===== src/rtl/alu_pkg.sv =====
// alu_pkg: opcode and FSM state encodings shared by seq_alu and its multiplier
package alu_pkg;
  typedef enum logic [1:0] {
    OP_ADD = 2'b00,
    OP_SUB = 2'b01,
    OP_MUL = 2'b10,
    OP_SLT = 2'b11
  } op_e;
  typedef enum logic [1:0] {
    S_IDLE,
    S_MUL,
    S_HOLD
  } state_e;
endpackage


===== src/rtl/mul_shift_add.sv =====
// mul_shift_add: unsigned WIDTH x WIDTH shift-add multiplier, one iteration per cycle
module mul_shift_add #(
  parameter int WIDTH = 5
) (
  input  logic                 clk,
  input  logic                 rst,
  input  logic                 start,
  input  logic [WIDTH-1:0]     X,
  input  logic [WIDTH-1:0]     Y,
  output logic                 done,
  output logic [2*WIDTH-1:0]   product
);
  localparam int CW = $clog2(WIDTH + 1);
  logic [CW-1:0]      cnt;
  logic               busy;
  logic [2*WIDTH-1:0] acc;
  logic [2*WIDTH-1:0] mcand;
  logic [WIDTH-1:0]   mplier;
  // product is the accumulator after the current iteration, so the parent can capture it on the final edge
  assign product = acc + (mplier[0] ? mcand : '0);
  assign done    = busy && (cnt == CW'(WIDTH - 1));
  always_ff @(posedge clk) begin
    if (rst) begin
      busy   <= 1'b0;
      cnt    <= '0;
      acc    <= '0;
      mcand  <= '0;
      mplier <= '0;
    end else if (start) begin
      busy   <= 1'b1;
      cnt    <= '0;
      acc    <= '0;
      mcand  <= {{WIDTH{1'b0}}, X};
      mplier <= Y;
    end else if (busy) begin
      acc    <= product;
      mcand  <= mcand << 1;
      mplier <= mplier >> 1;
      cnt    <= cnt + 1'b1;
      busy   <= !done;
    end
  end
endmodule


===== src/rtl/seq_alu.sv =====
// seq_alu: handshaked ALU with registered outputs (ADD, SUB, multi-cycle MUL, SLT)
module seq_alu
  import alu_pkg::*;
#(
  parameter int WIDTH = 5
) (
  input  logic             clk,
  input  logic             rst,
  input  logic             in_valid,
  output logic             in_ready,
  input  logic [1:0]       S,
  input  logic [WIDTH-1:0] X,
  input  logic [WIDTH-1:0] Y,
  output logic             out_valid,
  input  logic             out_ready,
  output logic [WIDTH-1:0] F,
  output logic             Cout,
  output logic             Overflow
);
  state_e             state;
  op_e                op;
  logic               sub;
  logic [WIDTH-1:0]   yb;
  logic [WIDTH:0]     sum;
  logic               ovf;
  logic               lt;
  logic [WIDTH-1:0]   alu_f;
  logic               start;
  logic               mul_done;
  logic [2*WIDTH-1:0] product;
  assign op    = op_e'(S);
  assign sub   = op == OP_SUB;
  assign yb    = sub ? ~Y : Y;
  assign sum   = {1'b0, X} + {1'b0, yb} + {{WIDTH{1'b0}}, sub};
  // SUB overflow is ADD overflow on X + ~Y: X and Y differ in sign iff X and ~Y agree
  assign ovf   = (X[WIDTH-1] == yb[WIDTH-1]) && (sum[WIDTH-1] != X[WIDTH-1]);
  assign lt    = $signed(X) < $signed(Y);
  assign alu_f = op == OP_SLT ? {{(WIDTH-1){1'b0}}, lt} : sum[WIDTH-1:0];
  assign start = in_valid && state == S_IDLE && op == OP_MUL;
  mul_shift_add #(.WIDTH(WIDTH)) u_mul (
    .clk(clk),
    .rst(rst),
    .start(start),
    .X(X),
    .Y(Y),
    .done(mul_done),
    .product(product)
  );
  always_ff @(posedge clk) begin
    if (rst) begin
      state     <= S_IDLE;
      in_ready  <= 1'b1;
      out_valid <= 1'b0;
      F         <= '0;
      Cout      <= 1'b0;
      Overflow  <= 1'b0;
    end else begin
      case (state)
        S_IDLE: if (in_valid) begin
          in_ready <= 1'b0;
          if (op == OP_MUL) begin
            state <= S_MUL;
          end else begin
            state     <= S_HOLD;
            out_valid <= 1'b1;
            F         <= alu_f;
            Cout      <= op == OP_SLT ? 1'b0 : sum[WIDTH];
            Overflow  <= op == OP_SLT ? 1'b0 : ovf;
          end
        end
        S_MUL: if (mul_done) begin
          state     <= S_HOLD;
          out_valid <= 1'b1;
          F         <= product[WIDTH-1:0];
          Cout      <= |product[2*WIDTH-1:WIDTH];
          Overflow  <= |product[2*WIDTH-1:WIDTH];
        end
        S_HOLD: if (out_ready) begin
          state     <= S_IDLE;
          out_valid <= 1'b0;
          in_ready  <= 1'b1;
        end
        default: state <= S_IDLE;
      endcase
    end
  end
endmodule


===== config.mk =====
export PLATFORM = sky130hd
export DESIGN_NAME = seq_alu
export DESIGN_NICKNAME = d
export VERILOG_FILES = /design/src/rtl/alu_pkg.sv /design/src/rtl/mul_shift_add.sv /design/src/rtl/seq_alu.sv
export SDC_FILE = /design/constraint.sdc
export NUM_CORES = 1
export LEC_CHECK = 0
export ABC_AREA = 1
export BUFFER_PORTS_ARGS = -buffer_cell sky130_fd_sc_hd__buf_2
export CAP_MARGIN = 20
export CORE_MARGIN = 5
export CORE_UTILIZATION = 35
export DETAILED_ROUTE_END_ITERATION = 16
export PLACE_DENSITY = 0.57
export SLEW_MARGIN = 20
export SYNTH_ARGS = -nofsm -noshare
export SYNTH_HDL_FRONTEND = slang
export SYNTH_SLANG_ARGS = --single-unit

===== constraint.sdc =====
create_clock -name clk -period 6.45 [get_ports clk]
set_clock_uncertainty 0.15 [all_clocks]
set_input_delay 0.3225 -clock clk [delete_from_list [all_inputs] [get_ports clk]]
set_output_delay 0.3225 -clock clk [all_outputs]
set_load 0.01 [all_outputs]

==> out/results.md <==
- complete, no violations — result of the run
- 0.2926 — simple-gate share of the synthesized area
- 0.3070 — sequential element share of the synthesized area
- 12.57% — area overhead of the layout relative to synthesis
- 40 — flip-flop and latch count after synthesis
- clkbuf_8 — CTS root buf
- 96.34 um — x dimension of the die
- 2172 — via count of the first global-routing pass
- 32 — maximum number of pins on one net before global-route repair
- reg -> reg — Setup Crit Path Kind
- 96.34 um — die extent in y
- 2.593 mm — DR WL met2
- 223.6 nW/um^2 — cell area power density
- 120.4 uV — worst-case vdd ir drop
- 0.1416 — GRT Resource Usage Total
- 6.621 um^2 — Synth Area per Inst
- done — TritonCTS clock tree
- simple AND/OR/NAND/NOR gates — combinational family with the most area after synthesis
- met4 — top layer used by detailed routing
- 2.49 ns — arrival time worst endpoint
- 3 — Critical path buffers and inverters
- 0 ns — TNS Setup
- 40 — CTS Sinks
- 408.2 MHz — Max Fclk
- 2609 um^2 — cell area after synthesis
- nand2_1 -> inv_1 -> ha_1 -> inv_1 -> fa_1 -> inv_1 -> nand2_1 -> nand2_1 -> nand3_1 -> nand3_1 -> nand2_1 -> nor2_1 -> nand3_1 -> nand2_1 -> a21oi_1 — Critical Path, Cell by Cell
- 0.3798 — post-route clock period utilization
- 1.518 nW — leakage component of the power
- 2345 — total number of vias
- 0 — Resized Gates After CTS
- 0 — GRT overflow
- 0 — number of hold violations in the final report
- 31 — Row Count
- 7253 um^2 — core outline area
- 34 — distinct cell type count of the synthesized netlist
- 0.4229 — remaining max-slew budget at the tightest pin
- 793 — fill cell count
- 3.191 mm — wl on met1
- 394 — cell count after synthesis
- nand2_1 — cell with the most instances on the worst path
- 0 — max_cap viols
- 0.03693 — xor-xnor portion of the synthesized cell area
- 5 — DRT Pass-1 Iters
- simple AND/OR/NAND/NOR gates — kind of cell with the highest combined delay on the critical path
- 432 — synthesized net count
- 0 — Warnings, synthesis
- 6.088 mm — final wirelength
- 0.3597 — starting utilization of the core area
- flop — Critical Path Start Type
- 0 — number of nets with antenna violations after routing
- 0.8270 — final weighted congestion in routability-driven placement
- 0.8625 ns — transition time of the tightest slew-check pin
- 2 — number of levels in the clock H-tree
- 0 — number of inserted diodes
- 0.29 ns — clock latency at the later pin of the worst-skew pair
- 0 — Post-CTS Hold Fix Bufs
- 10.11 mm — wire length of the first global-routing pass
- flop — Critical Path End Type
- 6.49 ns — Worst EP required
- 108 — number of DRC markers after the initial detailed-route iteration
- 0.4049 — final cell utilization of the core
- no — RSZ-0062 raised after global routing
- 0 — Final Slew Violations
- 24 — Buffers on Ports
- 2.450 ns — post-layout min period
- 0 — number of antenna violations at the first check in global routing
- 25 — boundary pin count
- 4.553 — Vias/cell
- 0.08 ns — Worst-path clk slew
- 0.1113 — arithmetic-cell share of the synthesized area counting full adders, half adders and majority gates
- 234 um — Routed met3 length
- dfxtp_1 — CP max stage cell
- 0.1082 — fraction of final layout cells sized beyond drive strength 1
- 4.642 mm — Detail Placement HPWL
- 2 — number of buffers on the longest clock path
- 0.1362 — Synth Area in Compound Gates
- 0 — multiplexer share of the synthesized area
- 0 — Post CTS Setup Buffer Count
- 9280 um^2 — area of the die
- 0 — final number of setup-violating endpoints
- 11 — maximum fanout along the worst path
- in -> reg — class of the most critical hold timing path
- 11.82 um — average routed wire per standard cell
- 454 — net total in the final layout
- 0 — number of remaining DRC errors
- 0.52 ns — delay of the slowest critical-path stage
- 5 — clock buffers created by TritonCTS
cells in the final DEF (no fill, tap or decap):
master     synthesis  final
nor2_4             3      3
nor3_2             1      1
bufinv_16          0      2
a21oi_1           28     28
nand2_1          105    105
o21a_1             1      1
o211ai_1           5      5
o21ai_0           14     14
nand2_2            2      2
inv_1             63     63
nand3b_1           1      1
inv_2              2      2
clkbuf_8           0      5
buf_2              3     24
xor2_1             9      9
o21bai_1           1      1
inv_4              1      1
a21o_1             1      1
xnor2_1            2      2
nor2_2             1      1
fa_1               2      2
dfxtp_1           40     40
a31oi_1            7      7
nand3_2            1      1
nand4_1            1      1
nor2_1            40     40
ha_1              20     20
or2_2              2      2
o32ai_1            1      1
nand3_1           24     24
a211oi_1           1      1
buf_4              1      1
o21ai_1            5      5
tightest hold or removal path, delay by kind of cell:
kind | cells | cell delay (ns)
AOI/OAI and AO/OA | 1 | 0.06
and+or+nand+nor | 1 | 0.06
buffers and inverters | 1 | 0.11
Yosys cell counts, drive strengths merged:
master,count,share of area
a211oi,1,0.0029
a21o,1,0.0029
a21oi,28,0.054
a31oi,7,0.017
buf,6,0.014
clkbuf,4,0.0058
dfxtp,40,0.31
fa,2,0.015
ha,20,0.096
inv,66,0.096
nand2,107,0.16
nand3,25,0.050
nand3b,1,0.0029
nand4,1,0.0024
nor2,44,0.073
nor3,1,0.0038
o211ai,5,0.014
o21a,1,0.0029
o21ai,19,0.036
o21bai,1,0.0029
o32ai,1,0.0034
or2,2,0.0048
xnor2,2,0.0067
xor2,9,0.030
path summary, 6_finish.rpt:
kind,startpoint,to,slack [ns],cells after the start
max,u_mul.mplier[0],Cout,4.00,15
max reg2reg,u_mul.mplier[0],Cout,4.00,15
min,Y[4],u_mul.mplier[4],0.16,3
min reg2reg,u_mul.mcand[9],u_mul.mcand[9],0.32,2
cell families after synthesis:
kind of cell / count (synthesis)
flops: 40
xor+xnor: 11
fa+ha+maj: 22
simple gates: 181
buf+inv: 76
compound gates: 64
state kept, by name, summed over array words and instances (netlist names):
signal / count
u_mul.busy: 1
u_mul.acc: 10
u_mul.cnt: 3
out_valid: 1
F: 5
Cout: 1
state: 2
u_mul.mplier: 5
u_mul.mcand: 10
Overflow: 1
in_ready: 1
through the flow:
stage	worst slack, ns	std cells	cell area [um^2]	hold slack [ns]	power [mW]
6_report	4.000	515	2937	0.1604	0.6566
5_1_grt	3.725	515	2937	0.1367	0.6988
4_1_cts	4.015	515	2937	0.1532	0.6625
3_5_place_dp	3.952	508	2808	0.3078	0.4171
3_3_place_gp	3.985	508	2808	0.3016	0.4149
2_1_floorplan	4.224	394	2609	0.2886	0.3759
report_power, final:
part | internal, mW | leakage [nW] | total [mW] | switching (mW)
clock network | 0.152 | 0.0642 | 0.246 | 0.0939
registers | 0.264 | 0.326 | 0.276 | 0.0111
logic | 0.0501 | 1.13 | 0.135 | 0.0845
total | 0.467 | 1.52 | 0.657 | 0.189
metal layers:
layer	vias to the layer above	GRT usage
met5	-	0
met4	0	0.04907
met3	4	0.02971
met2	51	0.2162
met1	1007	0.1967
li1	1283	-
final cells by class:
class                           instances  area (um^2)  area share
Tap cell                               99        123.9     0.04218
Inverter                               66        250.2     0.08522
Timing Repair Buffer                   25        127.6     0.04346
Clock buffer                            5        68.82     0.02343
Sequential cell                        40        800.8      0.2727
Multi-Input combinational cell        278         1505      0.5126
Clock inverter                          2        60.06     0.02045
(Power assumes the default switching activity.)
